`config.mk`:
```
export PLATFORM = sky130hd
export DESIGN_NAME = lif_neuron_param
export DESIGN_NICKNAME = d
export VERILOG_FILES = /design/src/rtl/snn_pkg.sv /design/src/rtl/snn_weighted_sum.sv /design/src/rtl/lif_neuron_param.sv
export SDC_FILE = /design/constraint.sdc
export NUM_CORES = 1
export LEC_CHECK = 0
export ABC_AREA = 0
export CELL_PAD_IN_SITES_DETAIL_PLACEMENT = 1
export CELL_PAD_IN_SITES_GLOBAL_PLACEMENT = 2
export CORE_ASPECT_RATIO = 1.75
export CORE_MARGIN = 5
export CORE_UTILIZATION = 30
export DETAILED_ROUTE_END_ITERATION = 12
export GPL_TIMING_DRIVEN = 0
export HOLD_SLACK_MARGIN = 0.02
export PLACE_DENSITY = 0.85
export SYNTH_ARGS = -nofsm -noshare
export SYNTH_HDL_FRONTEND = slang
export SYNTH_SLANG_ARGS = --single-unit
```
`constraint.sdc`:
```
create_clock -name clk -period 5.5 [get_ports clk]
set_input_delay 1.1 -clock clk [delete_from_list [all_inputs] [get_ports clk]]
set_output_delay 1.1 -clock clk [all_outputs]
set_load 0.03 [all_outputs]
```
`src/rtl/snn_pkg.sv`:
```
// snn_pkg: shared state encoding, default widths and a constant-safe clog2 for the SNN blocks.
//   ST_INTEG / ST_REFRACT : neuron state encoding
//   DEF_*                 : default parameter values for lif_neuron_param
//   clog2(n)              : ceil(log2(n)), returns 0 for n <= 1
package snn_pkg;
   typedef enum logic {ST_INTEG = 1'b0, ST_REFRACT = 1'b1} state_t;
   localparam int DEF_N_IN  = 3;
   localparam int DEF_V_W   = 5;
   localparam int DEF_W_W   = 4;
   localparam int DEF_CNT_W = 16;
   function automatic int clog2(input int n);
      int r;
      r = 0;
      while ((1 << r) < n) r++;
      return r;
   endfunction
endpackage

```
`src/rtl/snn_weighted_sum.sv`:
```
// snn_weighted_sum: combinational masked signed sum of the synaptic weights whose spike is set.
//   spike_in : N_IN spike mask, bit i selects weight i
//   w        : N_IN packed signed weights, weight i at [i*W_W +: W_W]
//   sum      : signed sum, wide enough for N_IN weights of any sign
import snn_pkg::*;
module snn_weighted_sum #(
   parameter int N_IN = DEF_N_IN,
   parameter int W_W  = DEF_W_W,
   parameter int SW   = W_W + clog2(N_IN) + 1
) (
   input  logic [N_IN-1:0]     spike_in,
   input  logic [N_IN*W_W-1:0] w,
   output logic signed [SW-1:0] sum
);
   always_comb begin
      sum = '0;
      for (int i = 0; i < N_IN; i++)
         if (spike_in[i]) sum = sum + SW'($signed(w[i*W_W +: W_W]));
   end
endmodule

```
`src/rtl/lif_neuron_param.sv`:
```
// lif_neuron_param: parametrised leaky integrate-and-fire neuron with weight bank, refractory period and spike counter.
//   clk, resetn           : clock, asynchronous active-low reset
//   en                    : 1 = neuron advances, 0 = neuron frozen (weights and cnt_clr still act)
//   spike_in              : incoming spikes, bit i drives synapse i
//   cfg_thresh/rest/leak  : firing threshold, rest potential / lower clamp, per-cycle leak
//   w_we, w_addr, w_data  : weight bank write port (out-of-range addresses ignored)
//   cnt_clr               : synchronous clear of spike_cnt, wins over a same-edge spike
//   spike_out             : registered one-cycle spike pulse
//   v_mem                 : registered membrane potential
//   refract               : high while the neuron is refractory
//   spike_cnt             : saturating spike count
import snn_pkg::*;
module lif_neuron_param #(
   parameter int N_IN        = DEF_N_IN,
   parameter int V_W         = DEF_V_W,
   parameter int W_W         = DEF_W_W,
   parameter int W_INIT      = 1,
   parameter int REFRACT_CYC = 0,
   parameter int CNT_W       = DEF_CNT_W
) (
   input  logic             clk,
   input  logic             resetn,
   input  logic             en,
   input  logic [N_IN-1:0]  spike_in,
   input  logic [V_W-1:0]   cfg_thresh,
   input  logic [V_W-1:0]   cfg_rest,
   input  logic [V_W-1:0]   cfg_leak,
   input  logic             w_we,
   input  logic [(clog2(N_IN) > 0 ? clog2(N_IN) : 1)-1:0] w_addr,
   input  logic [W_W-1:0]   w_data,
   input  logic             cnt_clr,
   output logic             spike_out,
   output logic [V_W-1:0]   v_mem,
   output logic             refract,
   output logic [CNT_W-1:0] spike_cnt
);
   localparam int LG = clog2(N_IN);
   localparam int SW = W_W + LG + 1;
   localparam int VW = V_W + W_W + LG + 2;
   localparam int RW = clog2(REFRACT_CYC + 1) > 0 ? clog2(REFRACT_CYC + 1) : 1;

   logic [W_W-1:0]      w [N_IN];
   logic [N_IN*W_W-1:0] w_flat;
   logic signed [SW-1:0] sum;
   logic signed [VW-1:0] vn, th_s, rest_s;
   state_t               state, state_nx;
   logic [V_W-1:0]       v_nx;
   logic                 spk_nx;
   logic [RW-1:0]        rcnt, rcnt_nx;

   for (genvar i = 0; i < N_IN; i++) begin : g_flat
      assign w_flat[i*W_W +: W_W] = w[i];
   end

   // Writes land at the edge, so integration on that same edge still sees the old weight.
   always_ff @(posedge clk or negedge resetn)
      if (!resetn)
         for (int i = 0; i < N_IN; i++) w[i] <= W_W'(W_INIT);
      else if (w_we && int'(w_addr) < N_IN)
         w[w_addr] <= w_data;

   snn_weighted_sum #(.N_IN(N_IN), .W_W(W_W), .SW(SW)) u_sum (
      .spike_in (spike_in),
      .w        (w_flat),
      .sum      (sum)
   );

   // Wide signed arithmetic: potential + sum - leak cannot wrap before the compares.
   assign vn     = VW'($signed({1'b0, v_mem})) + VW'(sum) - VW'($signed({1'b0, cfg_leak}));
   assign th_s   = VW'($signed({1'b0, cfg_thresh}));
   assign rest_s = VW'($signed({1'b0, cfg_rest}));

   always_comb begin
      state_nx = state;
      v_nx     = v_mem;
      spk_nx   = 1'b0;
      rcnt_nx  = rcnt;
      if (en) begin
         if (state == ST_INTEG) begin
            if (vn >= th_s) begin
               v_nx   = cfg_rest;
               spk_nx = 1'b1;
               if (REFRACT_CYC > 0) begin
                  state_nx = ST_REFRACT;
                  rcnt_nx  = RW'(REFRACT_CYC);
               end
            end else begin
               v_nx = (vn < rest_s) ? cfg_rest : V_W'(vn);
            end
         end else begin
            v_nx    = cfg_rest;
            rcnt_nx = rcnt - RW'(1);
            if (rcnt == RW'(1)) state_nx = ST_INTEG;
         end
      end
   end

   always_ff @(posedge clk or negedge resetn)
      if (!resetn) begin
         state     <= ST_INTEG;
         v_mem     <= '0;
         spike_out <= 1'b0;
         rcnt      <= '0;
      end else begin
         state     <= state_nx;
         v_mem     <= v_nx;
         spike_out <= spk_nx;
         rcnt      <= rcnt_nx;
      end

   // Counts on the edge that raises spike_out so the count and pulse appear together.
   always_ff @(posedge clk or negedge resetn)
      if (!resetn)
         spike_cnt <= '0;
      else if (cnt_clr)
         spike_cnt <= '0;
      else if (spk_nx && !(&spike_cnt))
         spike_cnt <= spike_cnt + CNT_W'(1);

   assign refract = (state == ST_REFRACT);
endmodule

```
==> impl_metrics.json, run 1 <==
{
  "worstPathArrival_ns": 5.97,
  "pre_cts_ws_ns": -1.45,
  "h-tree-depth": 2,
  "tritoncts": "built",
  "finalSetupTns_ns": -4.09,
  "violations": "setup timing",
  "dpl.hpwl_um": 7700,
  "ys_seq_area_frac": 0.276,
  "track_usage": 0.165,
  "hold_slack_ns": 0.477,
  "grt_max_degree": 37,
  "syn_area_sq_mm": 0.00328,
  "worstPathRequired_ns": 5.71,
  "cts-root-buf": "clkbuf_16",
  "die_area_sq_mm": 0.0132,
  "wirelength_um": 10600,
  "cts_sinks": 36,
  "start_util": 0.307,
  "stdcell_count": 579,
  "drive_gt1_frac": 0.316,
  "synthCells": 358,
  "overflow": 0,
  "fin_nets": 513,
  "relSlewSlack": 0.429,
  "final.setup_skew_ns": 0.00293,
  "finalSetupViolations": 21,
  "worstPathMaxFanout": 6,
  "fin_ws_ns": -0.266,
  "synth.ff_latch_count": 36,
  "drv_cap": 0,
  "pin_count": 52,
  "syn_area_per_cell_sq_um": 9.16,
  "power.leakage_nw": 2.01,
  "min_period_ns": 5.77,
  "insertion_delay_ns": 0.28,
  "die_h_um": 148,
  "dpl_cell_area_sq_mm": 0.00408,
  "n_antenna_cell": 0,
  "rows": 50,
  "route.detailed.drc": 0,
  "yosys_warnings": 0,
  "clk_pin_slew_ns": 0.06,
  "synth_nets": 423,
  "ys_top_cells_by_area": "dfrtp_1, ha_1, mux2_2",
  "peakVddDrop_mv": 0.399,
  "synthArstFlopShare": 1.00,
  "final_max_slew_viol_count": 0,
  "dr.pass1.iters": 4,
  "mostFrequentLayoutCells": "clkdlybuf4s50_1, dfrtp_1, buf_4",
  "r2r_setup_slack_ns": 0.15,
  "antenna_found_initial": 0,
  "synth_top_area_frac": 0.252,
  "via_per_inst": 5.30,
  "final_area_sq_mm": 0.00482,
  "cts_buffers": 5,
  "detail-route-antenna-nets": 0,
  "rsz0062_at_grt": "true",
  "hp-class": "flop to flop",
  "dpl.cell_count": 538,
  "synth_edf_count": 0,
  "outcome": "finished, violations left",
  "port_buffers": 50,
  "cts_hold_buf": 0,
  "dr_total_vias": 3068,
  "p_total_mw": 2.70,
  "criticalPathCategory": "input port to flop",
  "cellPowerDensity_mw_per_mm2": 560,
  "cp-start-kind": "input port",
  "area_growth_pct": 47.0,
  "final_common_cell": "clkdlybuf4s50_1",
  "critPathCaptureType": "flop",
  "hold_viol": 0,
  "finalCoreUtilization": 0.451,
  "yosysTopAreaCell": "dfrtp_1",
  "grt_first_pass_wirelength_um": 17100,
  "fmax_ghz": 0.173,
  "cts_max_path_buffers": 2,
  "wire_per_inst_um": 18.3,
  "grt_pass1_vias": 3481,
  "core_area_sq_mm": 0.0107,
  "die_w_um": 89.0,
  "drt_first_iter_violations": 59,
  "tightest_slew_ns": 0.856,
  "synth_flop_cell": "dfrtp_1",
  "gp_congestion": 0.803,
  "synth.distinct_cells": 66,
  "post-route-period-util": 1.05
}
-- synth_stat cells (all sizes together), types with 5 or more instances --
library cell   n
a21o           9
a21oi         21
a31oi          5
and3           5
buf            6
clkbuf         6
dfrtp         33
fa             7
ha            29
inv           28
mux2          23
nand2         18
nand2b         5
nand3         13
nor2          21
nor2b         13
nor3b          5
o21ai         19
o31ai          6
or4            5
xnor2         10
xor2           5
-- sequential cells by signal (all words and copies together), names as in the netlist --
register and cells:
spike_cnt 16, w 12, v_mem 5, rcnt 1
refract 1, spike_out 1
-- layer usage --
metal  vias up  GRT usage  wire length (um)
li1       1471          -                 -
met1      1538      0.167              3830
met2        41      0.331              6340
met3        18     0.0183               200
met4         0     0.0551               221
met5         -          0                 0
-- cell families after synthesis --
group | count (synthesis) | share of synthesized area
flops | 36 | 0.276
fa+ha+maj | 37 | 0.156
mux | 26 | 0.0881
xor+xnor | 15 | 0.0423
buf+inv | 41 | 0.0500
simple gates | 114 | 0.195
compound gates | 89 | 0.193
-- timing repair --
| action | 4_1_cts | 5_1_grt |
|---|---|---|
| setup endpoints to repair | 22 | 22 |
| pin swaps | 41 | 15 |
| buffers inserted | 19 | 12 |
| gates resized for setup | 44 | 26 |
| gates cloned | 3 | 0 |
-- worst max-delay path, cell delays in order --
cell and delay (ns):
buf_8 0.10, and2_4 0.16, ha_4 0.16, fa_2 0.41
mux2_4 0.30, fa_2 0.39, and3_4 0.17, or2_4 0.24
xnor2_2 0.14, nand2_1 0.08, o21ai_2 0.08, fa_2 0.54
inv_2 0.05, ha_4 0.27, a21oi_2 0.07, buf_4 0.14
buf_4 0.12, mux2i_1 0.12, and4b_1 0.23, o21ba_4 0.28
buf_6 0.14, or4_1 0.52, a21oi_2 0.14
-- path summary, 6_finish.rpt --
check	start	to	cells after the start
max	spike_in[0]	spike_cnt[13]	23
min	rcnt	rcnt	1
max reg2reg	w[8]	spike_cnt[13]	22
min reg2reg	rcnt	rcnt	1
max in group asynchronous	resetn	w[11]	1
min in group asynchronous	resetn	spike_out	1
-- report_power, final --
group / leakage (nW) / switching [mW] / internal (mW)
sequential: 0.459 / 0.0383 / 0.300
combinational: 1.48 / 1.01 / 1.06
clock: 0.0712 / 0.113 / 0.181
-- area by class of cell --
class / count / area, sq um
plain buffers: 11 / 73.8
clock buffers: 8 / 146
fillers: 1184 / 5880
inverters: 29 / 109
multi-input cells: 282 / 2620
flip-flops and latches: 36 / 905
well taps: 130 / 163
repair buffers: 83 / 808
No activity file was read; power rests on OpenSTA's default activity.
==> inputs of run 2 (changes only) <==
Settings changed: SLEW_MARGIN set to 20.
==> run 2 against run 1 <==
Net effect: routed wire length decreased by 0.37%; worst setup slack got worse by 0.049 ns; the run still ends with setup timing left; critical path depth up 2; clock power barely moved; design area rose by 0.44%.
==> impl_metrics.json, run 2 (synthesized netlist as in run 1, its figures left out) <==
{
  "gp_congestion": 0.803,
  "h-tree-depth": 2,
  "tritoncts": "built",
  "track_usage": 0.165,
  "grt_use_met2": 0.328,
  "outcome": "finished, violations left",
  "wire_per_inst_um": 18.2,
  "final_common_cell": "clkdlybuf4s50_1",
  "final.setup_skew_ns": 0.00377,
  "grt_pass1_vias": 3571,
  "cellPowerDensity_mw_per_mm2": 549,
  "r2r_start": "w[8]",
  "drt_first_iter_violations": 54,
  "worstPathArrival_ns": 5.98,
  "cts_hold_buf": 0,
  "grt_first_pass_wirelength_um": 17200,
  "final_max_slew_viol_count": 0,
  "cts_sinks": 36,
  "critPathCaptureType": "flop",
  "insertion_delay_ns": 0.28,
  "worstPathRequired_ns": 5.67,
  "largest_registers": "spike_cnt (16), w (12), v_mem (5)",
  "power.leakage_nw": 2.03,
  "cts_max_path_buffers": 2,
  "post-route-period-util": 1.06,
  "cp_top_family": "adder cells",
  "timing.rr.end": "spike_cnt[14]",
  "mostFrequentLayoutCells": "clkdlybuf4s50_1, dfrtp_1, inv_1, buf_4, ha_1",
  "tightest_slew_ns": 0.630,
  "clk_pin_slew_ns": 0.06,
  "finalSetupViolations": 21,
  "r2r_setup_slack_ns": 0.11,
  "largest_reg_flops": 16,
  "violations": "setup timing",
  "min_to": "rcnt",
  "crit_slowest_cell": "fa_2",
  "cts_buffers": 5,
  "worstHoldStart": "rcnt",
  "grt_use_met1": 0.159,
  "rsz0062_at_grt": "true",
  "peakVddDrop_mv": 0.240,
  "dpl.hpwl_um": 7720,
  "path_buf_inv": 3,
  "grt.busiest_layer": "met2",
  "rr_worst_depth": 25,
  "cts-root-buf": "clkbuf_16",
  "fin_ws_ns": -0.316,
  "final_area_sq_mm": 0.00484,
  "die_h_um": 148,
  "fmax_ghz": 0.172,
  "hp-class": "flop to flop",
  "overflow": 0,
  "max_stage_delay_ns": 0.55,
  "port_buffers": 50,
  "rows": 50,
  "relSlewSlack": 0.579,
  "cp-start-kind": "input port",
  "hold_viol": 0,
  "hold_slack_ns": 0.481,
  "worstPathMaxFanout": 6,
  "top_register": "spike_cnt",
  "start_util": 0.307,
  "fin_nets": 515,
  "dpl.cell_count": 539,
  "die_w_um": 89.0,
  "drv_cap": 0,
  "dr.pass1.iters": 4,
  "core_area_sq_mm": 0.0107,
  "dpl_cell_area_sq_mm": 0.00410,
  "antenna_found_initial": 0,
  "hold_depth": 1,
  "dr_total_vias": 3152,
  "pin_count": 52,
  "stdcell_count": 581,
  "criticalPathCategory": "input port to flop",
  "detail-route-antenna-nets": 0,
  "wirelength_um": 10500,
  "n_antenna_cell": 0,
  "grt_max_degree": 31,
  "drive_gt1_frac": 0.317,
  "via_per_inst": 5.43,
  "route.detailed.drc": 0,
  "die_area_sq_mm": 0.0132,
  "use_met3": 0.0238,
  "area_growth_pct": 47.7,
  "min_period_ns": 5.82
}
[run 2: cell count changes in the layout (fill, tap and decap cells not counted), sizes merged]
cell  change
buf       +2
[run 2: layout make-up]
type                       count  area [sq um]
fill                        1196          5850
tap                          130           163
timing repair buffer          84           832
inverter                      29           109
multi-input combinational    282          2600
buffer                        12          88.8
sequential                    36           905
clock buffer                   8           146
[run 2: worst max-delay path by stage]
stage / from / end / slack (ns) / cells after the start
floorplan: spike_in[0] / spike_cnt[14] / -0.28 / 22
global placement: spike_in[0] / spike_cnt[14] / -1.35 / 23
detailed placement: spike_in[0] / spike_cnt[14] / -1.46 / 21
CTS: spike_in[0] / spike_cnt[14] / -0.33 / 19
global route: spike_in[0] / spike_cnt[14] / -0.48 / 24
finish: spike_in[0] / spike_cnt[14] / -0.32 / 25
[run 2: layer usage]
metal  routed length [um]  share of wire
met5                    0              0
met4                  346          0.033
met3                  304          0.029
met2                 6320           0.60
met1                 3580           0.34
[run 2: repair_timing]
action	CTS	global route
pin swaps	46	20
buffers inserted	21	11
cloned	3	0
setup endpoints to repair	22	22
resized for setup	58	16
[run 2: metrics by stage]
stage                     total power, mW  setup slack (ns)  TNS, ns  utilization
final                                2.66            -0.316    -4.28        0.453
after global routing                 2.87            -0.482    -8.64        0.453
after CTS                            2.57            -0.330    -5.17        0.440
after detailed placement             1.72             -1.46   -27.16        0.383
after global placement               1.67             -1.35   -24.99        0.382
after floorplan                      1.37            -0.285    -2.19            -
[run 2: power breakdown]
part	switching, mW	leakage (nW)	total [mW]	internal [mW]
clock network	0.113	0.0712	0.294	0.181
registers	0.0380	0.459	0.338	0.300
logic	0.995	1.50	2.03	1.03
total	1.15	2.03	2.66	1.51
[run 2: worst register-to-register path: stages, from the launching register on]
cell and delay, ns:
dfstp_2 0.52, and2_4 0.15, ha_4 0.13, buf_4 0.11
a21oi_2 0.05, maj3_2 0.32, xnor2_2 0.14, a21o_1 0.20
ha_1 0.30, and3_4 0.18, or2_4 0.24, xnor2_2 0.13
nand2_1 0.08, o21ai_2 0.08, fa_2 0.55, inv_2 0.05
ha_4 0.28, nor2b_4 0.16, or2_4 0.13, nor2_1 0.03
mux2i_1 0.14, and4b_1 0.24, o21ba_4 0.29, buf_8 0.16
nor4_4 0.29, mux2_4 0.32
==> inputs of run 3 (changes only) <==
Settings changed: CORE_ASPECT_RATIO 1.75 to 0.7.
==> run 3 against run 2 <==
Net effect: the run still ends with setup timing left; power is 5.2% lower; flip-flop and latch count stayed put; sequential share of layout area is 0.18 points higher; register-to-register slack worse by 0.03 ns; sequential power is 1% higher; final cell count is 0.69% higher; utilization is 0.36 points higher; routed wire length is 0.52% lower; worst hold slack worse by 0.0054 ns; non-clock buffer count is 14 lower; combinational power is 9% lower; global-route usage is 0.61 points lower.
==> impl_metrics.json, run 3 (synthesized netlist as in run 1, its figures left out) <==
{
  "power.leakage_nw": 1.97,
  "via_per_inst": 5.16,
  "wire_per_inst_um": 17.9,
  "crit_start": "spike_in[0]",
  "hold_viol": 0,
  "r2r_setup_slack_ns": 0.08,
  "timing.rr.end": "spike_cnt[10]",
  "wirelength_um": 10500,
  "post-route-period-util": 1.06,
  "outcome": "finished, violations left",
  "cellPowerDensity_mw_per_mm2": 525,
  "detail-route-antenna-nets": 0,
  "fmax_ghz": 0.171,
  "antenna_found_initial": 0,
  "cp-endpoint": "spike_cnt[10]",
  "dr.pass1.iters": 4,
  "drive_gt1_frac": 0.297,
  "cp-start-kind": "input port",
  "rsz0062_at_grt": "true",
  "fin_ws_ns": -0.342,
  "die_w_um": 135,
  "start_util": 0.312,
  "largest_reg_flops": 16,
  "n_antenna_cell": 0,
  "mostFrequentLayoutCells": "clkdlybuf4s50_1, dfrtp_1, inv_1",
  "h-tree-depth": 2,
  "peakVddDrop_mv": 0.203,
  "overflow": 0,
  "area_growth_pct": 46.3,
  "hp-class": "flop to flop",
  "cts_hold_buf": 0,
  "rows": 31,
  "route.detailed.drc": 0,
  "top_register": "spike_cnt",
  "port_buffers": 50,
  "worstPathArrival_ns": 6.01,
  "drv_cap": 0,
  "dpl.hpwl_um": 7590,
  "p_total_mw": 2.52,
  "grt_first_pass_wirelength_um": 16900,
  "track_usage": 0.159,
  "die_area_sq_mm": 0.0132,
  "finalSetupViolations": 21,
  "cts_max_path_buffers": 2,
  "final_common_cell": "clkdlybuf4s50_1",
  "grt_max_degree": 22,
  "r2r_start": "w[8]",
  "core_area_sq_mm": 0.0105,
  "worstPathMaxFanout": 5,
  "tightest_slew_ns": 0.609,
  "clk_pin_slew_ns": 0.06,
  "fin_nets": 501,
  "criticalPathCategory": "input port to flop",
  "min_period_ns": 5.84,
  "die_h_um": 97.5,
  "insertion_delay_ns": 0.29,
  "violations": "setup timing",
  "rr_worst_depth": 19,
  "cts_sinks": 36,
  "tritoncts": "built",
  "drt_first_iter_violations": 105,
  "grt_pass1_vias": 3289,
  "pre_cts_ws_ns": -1.45,
  "final_max_slew_viol_count": 0,
  "pin_count": 52,
  "largest_registers": "spike_cnt (16), w (12), v_mem (5)",
  "relSlewSlack": 0.593,
  "final.setup_skew_ns": 0.0132,
  "worstPathRequired_ns": 5.67,
  "critPathCaptureType": "flop",
  "dr_total_vias": 3020,
  "cts-root-buf": "clkbuf_16",
  "hold_slack_ns": 0.476,
  "finalCoreUtilization": 0.456,
  "cts_buffers": 5,
  "gp_congestion": 0.793
}
run 3: cell types whose count changed in the layout (fill, tap and decap cells not counted), moves of 3 or more:
cell	delta
buf_4	-12
o21ai_0	+5
o21ai_1	-5
mux2_2	-4
mux2_4	+4
nor3_2	-3
nor3_4	+3
run 3: layout make-up:
| class | count | area, sq um |
|---|---|---|
| multi-input cells | 282 | 2630 |
| well taps | 148 | 185 |
| plain buffers | 12 | 77.6 |
| repair buffers | 70 | 723 |
| flip-flops and latches | 36 | 905 |
| inverters | 29 | 109 |
| fillers | 1159 | 5710 |
| clock inverters | 3 | 42.5 |
| clock buffers | 5 | 125 |
run 3: worst min path at each step:
stage	startpoint	to	slack [ns]	depth (start not counted)
detailed placement	rcnt	rcnt	0.47	1
global placement	rcnt	rcnt	0.45	1
finish	rcnt	rcnt	0.48	1
floorplan	rcnt	rcnt	0.44	1
global route	rcnt	rcnt	0.50	1
CTS	rcnt	rcnt	0.48	1
run 3: worst max-delay path, cell delays in order:
cell and delay (ns):
buf_8 0.10, and2_4 0.15, ha_4 0.15, fa_2 0.51
mux2_4 0.16, fa_2 0.42, mux2_4 0.31, fa_2 0.65
ha_4 0.22, a21o_1 0.19, a21oi_4 0.19, o21bai_1 0.10
a21oi_2 0.21, or3b_1 0.38, a221oi_2 0.32, o21ba_4 0.25
buf_12 0.13, buf_16 0.11, nor3_4 0.04, mux2_4 0.30
run 3: what timing repair did:
item                       CTS  global route
setup endpoints to repair   22            22
resized for setup           35            33
pin swaps                   31            32
cloned                       2             0
setup buffers               13             7
run 3: per-layer routing:
layer,up-vias,GRT usage,part of all wire
met4,0,0.0256,0.0033
li1,1445,-,-
met3,2,0.0290,0.028
met2,41,0.264,0.49
met5,-,0,0
met1,1532,0.218,0.48
run 3: per-stage QoR:
step | std cells | cell area (sq um) | setup TNS (ns)
floorplan | 358 | 3420 | -2.19
global placement | 556 | 4110 | -22.84
detailed placement | 557 | 4130 | -26.99
CTS | 580 | 4580 | -5.14
global route | 585 | 4800 | -8.96
finish | 585 | 4800 | -5.02
run 3: report_power, final:
| part | total [mW] | internal [mW] | switching [mW] |
|---|---|---|---|
| sequential | 0.342 | 0.300 | 0.0412 |
| clock | 0.326 | 0.213 | 0.113 |
| combinational | 1.85 | 0.882 | 0.970 |
